<file path="src/rtl/checker_fifo.sv">
// Synchronous expected-result FIFO; pointers carry one extra wrap bit so that
// full and empty are distinguishable without a separate counter.
module checker_fifo #(
  parameter int unsigned W     = 72,
  parameter int unsigned DEPTH = 16
) (
  input  logic         clk,
  input  logic         rst_n,
  input  logic         flush,
  input  logic         push,
  input  logic         pop,
  input  logic [W-1:0] din,
  output logic         full,
  output logic         empty,
  output logic         single,
  output logic [W-1:0] head
);

  localparam int unsigned AW = $clog2(DEPTH);
  localparam int unsigned PW = AW + 1;

  logic [W-1:0]  mem_q [DEPTH];
  logic [PW-1:0] wr_ptr_q, wr_ptr_d;
  logic [PW-1:0] rd_ptr_q, rd_ptr_d;
  logic [PW-1:0] count;
  logic          do_push;
  logic          do_pop;

  always_comb begin
    count   = wr_ptr_q - rd_ptr_q;
    full    = (count == PW'(DEPTH));
    empty   = (wr_ptr_q == rd_ptr_q);
    single  = (count == PW'(1));
    head    = mem_q[rd_ptr_q[AW-1:0]];
    do_push = push && !full;
    do_pop  = pop && !empty;
    wr_ptr_d = wr_ptr_q;
    rd_ptr_d = rd_ptr_q;
    if (flush) begin
      wr_ptr_d = '0;
      rd_ptr_d = '0;
    end else begin
      if (do_push) wr_ptr_d = wr_ptr_q + PW'(1);
      if (do_pop)  rd_ptr_d = rd_ptr_q + PW'(1);
    end
  end

  always_ff @(posedge clk) begin
    if (!rst_n) begin
      wr_ptr_q <= '0;
      rd_ptr_q <= '0;
    end else begin
      wr_ptr_q <= wr_ptr_d;
      rd_ptr_q <= rd_ptr_d;
    end
  end

  // Storage needs no reset: pointers define which entries are live.
  always_ff @(posedge clk) begin
    if (do_push && !flush) mem_q[wr_ptr_q[AW-1:0]] <= din;
  end

endmodule

</file>
<file path="config.mk">
export PLATFORM = sky130hd
export DESIGN_NAME = checker_fifo
export DESIGN_NICKNAME = d
export VERILOG_FILES = /design/src/rtl/checker_fifo.sv
export SDC_FILE = /design/constraint.sdc
export NUM_CORES = 1
export LEC_CHECK = 0
export CORE_MARGIN = 5
export CORE_UTILIZATION = 55
export CTS_CLUSTER_SIZE = 14
export DETAILED_ROUTE_END_ITERATION = 10
export PLACE_DENSITY = 0.76
export SLEW_MARGIN = 25
export SYNTH_ARGS = -nofsm -noshare
export SYNTH_HDL_FRONTEND = slang
export SYNTH_SLANG_ARGS = --single-unit
</file>
<file path="constraint.sdc">
create_clock -name clk -period 10.9 [get_ports clk]
set_input_delay 2.18 -clock clk [delete_from_list [all_inputs] [get_ports clk]]
set_output_delay 2.18 -clock clk [all_outputs]
set_load 0.01 [all_outputs]
</file>
==> summary.txt <==
Status
  – Result of the run: complete, no violations

Floorplanning
  – Area of the core: 0.0802 sq mm
  – Full die area: 0.0861 sq mm
  – Horiz. Die Dim: 293 microns
  – Boundary pin count: 152
  – Die Y: 293 microns
  – FP Rows: 104
  – Starting density of the core: 0.551

Yosys
  – Share of flip-flops with an asynchronous set or reset: 0
  – Share of the yosys chip area belonging to registers: 0.789
  – Fraction of post-synthesis cell area in the top cell type by area: 0.783
  – Post-Syn Nets: 1794
  – Synthesized area per cell: 25.9 sq um
  – Count of flip-flops with a built-in enable after synthesis: 1152
  – Adder-Cell Fraction of Synth Area: 0.00300
  – Post-synth design cell area: 0.0442 sq mm
  – Ranking of synthesized cells by area: sky130_fd_sc_hd__edfxtp_1 78%, sky130_fd_sc_hd__mux4_2 18%, sky130_fd_sc_hd__buf_6 0.66%
  – Number of cells produced by synthesis: 1707
  – Fraction of the mapped netlist area in compound gates: 0.00127
  – Post-synthesis cell type with the largest combined area: sky130_fd_sc_hd__edfxtp_1
  – Ys flop type: sky130_fd_sc_hd__edfxtp_1
  – Multiplexer share of the synthesized area: 0.185
  – Simple-gate portion of the synthesized area: 0.00714
  – YS warnings: 0
  – Synth unique cells: 35
  – Flop and latch count out of synthesis: 1166
  – Area share of xor/xnor cells in the synthesized design: 0.00139
  – Combinational family with the most area after synthesis: multiplexers

Critical path
  – Crit-path max FO: 74
  – CP Data Arrival Time: 4370 ps
  – Category of the worst setup path launch point: register
  – Sort of element at the end of the critical path: output port
  – Required time of the critical path: 8720 ps
  – Critical path start-end classification: reg -> out

STA
  – Hold slack: 504 ps
  – Final min period: 6550 ps
  – Worst-margin pin slew: 1060 ps
  – Unrepaired setup endpoints after global routing: no
  – Number of slew-limit violations in the final report: 0
  – Relative slew slack: 0.292
  – Final Cycle Share: 0.600
  – Total count of hold-check failures in the final report: 0
  – Top achievable clock speed: 153 MHz
  – Final setup viols: 0
  – Total negative slack for setup checks: 0 ps
  – Final worst clock skew: 21.8 ps

Detailed routing
  – Post-detailed-route via-to-cell ratio: 6.33
  – Drt first-iter violations: 2335
  – Vias post-DR: 19600
  – Detailed-router iteration count before antenna repair: 5
  – Wl on met1: 37.2 mm
  – Post-DRT Antenna Nets: 0
  – Length of routed met2 wiring: 50.7 mm
  – Top Layer Used: met5
  – Number of design rule violations left after detail routing: 0
  – Wire per inst: 31.5 microns
  – Detailed-route wire length: 97.2 mm
  – Routed wl met3: 7.57 mm

Clocking
  – Clock buffers created by TritonCTS: 111
  – Post_cts resized: 0
  – Number of clock sinks: 1166
  – Buffers from clock root to sink, at most: 3
  – Count of buffers added by post-CTS timing repair for setup: 0
  – Hold Buf Count CTS: 0
  – Root Driver: sky130_fd_sc_hd__clkbuf_16
  – Max H-tree Level: 3
  – Clock latency on the worst-skew pair: 680 ps
  – Clock-pin slew on the worst setup and hold paths: 60 ps
  – TritonCTS clock tree: done

Cells and area
  – Proportion of layout cells with a drive suffix above 1: 0.285
  – Area growth from synthesis to layout: 14.5%
  – # fillers: 5174
  – Final-stage net count: 2020
  – Footprint of the multi-input gates: 0.00884 sq mm
  – Footprint of the flip-flops and latches: 0.0349 sq mm
  – Final core utilization: 0.631

Power and ir drop
  – Pwr per Cell Area: 176 mW/mm^2
  – Leak: 0.0151 uW
  – Largest vdd supply drop: 151 uV

Global routing
  – Combined global-route utilization of all metal layers: 0.226
  – Antenna violations before repair: 9
  – Number of global-route vias before repair: 20600
  – Wire length of the first global-routing pass: 142 mm
  – Maximum number of pins on one net before global-route repair: 125
  – Remaining global-route overflow: 0

Placed design
  – PortBufs: 151
  – HPWL reported at the end of detailed placement: 46.3 mm
  – Routability cong.: 0.725

Job
  – Max_cap viols: 0

Min path
  – Classification of the worst-slack hold path: reg -> reg
==> placed cells by master (no fill, tap or decap), types with 9 or more instances in the layout <==
master,count
sky130_fd_sc_hd__nand2_1,16
sky130_fd_sc_hd__clkbuf_1,31
sky130_fd_sc_hd__mux4_2,359
sky130_fd_sc_hd__nor2_1,9
sky130_fd_sc_hd__ha_1,9
sky130_fd_sc_hd__clkdlybuf4s50_1,151
sky130_fd_sc_hd__dfxtp_1,10
sky130_fd_sc_hd__edfxtp_1,1152
sky130_fd_sc_hd__clkinv_1,24
sky130_fd_sc_hd__buf_4,38
sky130_fd_sc_hd__clkbuf_16,114
sky130_fd_sc_hd__clkinv_2,22
==> kinds of logic after synthesis <==
family / Yosys count
multiplexers: 367
AND/OR/NAND/NOR: 57
XOR/XNOR: 7
buffers and inverters: 91
AO/OA/AOI/OAI: 9
flip-flops: 1166
adder cells (fa/ha/maj): 10
==> path summary, 6_finish.rpt <==
| check | cells after the start | end | startpoint | slack (ps) |
|---|---|---|---|---|
| max | 5 | head[50] | register | 4350 |
| min | 2 | wr_ptr_q[4] | wr_ptr_q[4] | 500 |
| max reg2reg | 7 | mem_q[6][56] | wr_ptr_q[2] | 6290 |
| min reg2reg | 2 | wr_ptr_q[4] | wr_ptr_q[4] | 500 |
==> synth_stat cells, drive strengths merged, types with 5 or more instances <==
library cell	n
nor4b	8
mux2i	7
buf	48
nand2	16
nand2b	5
inv	6
ha	9
dfxtp	14
edfxtp	1152
mux4	360
clkbuf	37
nor2	9
==> registers in the layout (all words and copies together) (netlist names), named ones only <==
signal	count
wr_ptr_q	5
rd_ptr_q	5
mem_q	1152
==> power by group <==
part | switching (uW) | internal (uW) | total (uW) | leakage, uW
Combinational | 132 | 115 | 247 | 0.00293
Clock | 1600 | 2110 | 3710 | 0.00172
Sequential | 6.88 | 4950 | 4950 | 0.0105
==> metrics by stage <==
stage               cells  setup slack (ps)  power (uW)  area, sq um
floorplan            1707               244        5160        44200
finish               3088              4350        8910        50600
global placement     2876              4860        5280        46900
global route         3087              4160        9200        50600
CTS                  3082              4050        8970        50500
detailed placement   2876              4790        5290        46900
==> area by class of cell <==
type	count	area share
antenna	2	0.0000990
clock buffer	145	0.0587
clock inverter	61	0.0107
inverter	6	0.000445
multi-input combinational	450	0.175
sequential	1166	0.690
tap	1060	0.0262
timing repair buffer	198	0.0392
==> routing by layer <==
metal,GRT usage,vias to the layer above
met2,0.382,875
li1,-,7930
met4,0.0479,14
met5,0,-
met3,0.0454,141
met1,0.316,10600
==> worst max-delay path, cell delays in order (launching register included) <==
cell and delay, ps:
sky130_fd_sc_hd__dfxtp_4 670, sky130_fd_sc_hd__buf_4 710, sky130_fd_sc_hd__buf_6 660, sky130_fd_sc_hd__mux4_2 470, sky130_fd_sc_hd__mux4_2 510, sky130_fd_sc_hd__clkdlybuf4s50_1 500
Power figures use the tool's default switching activity.
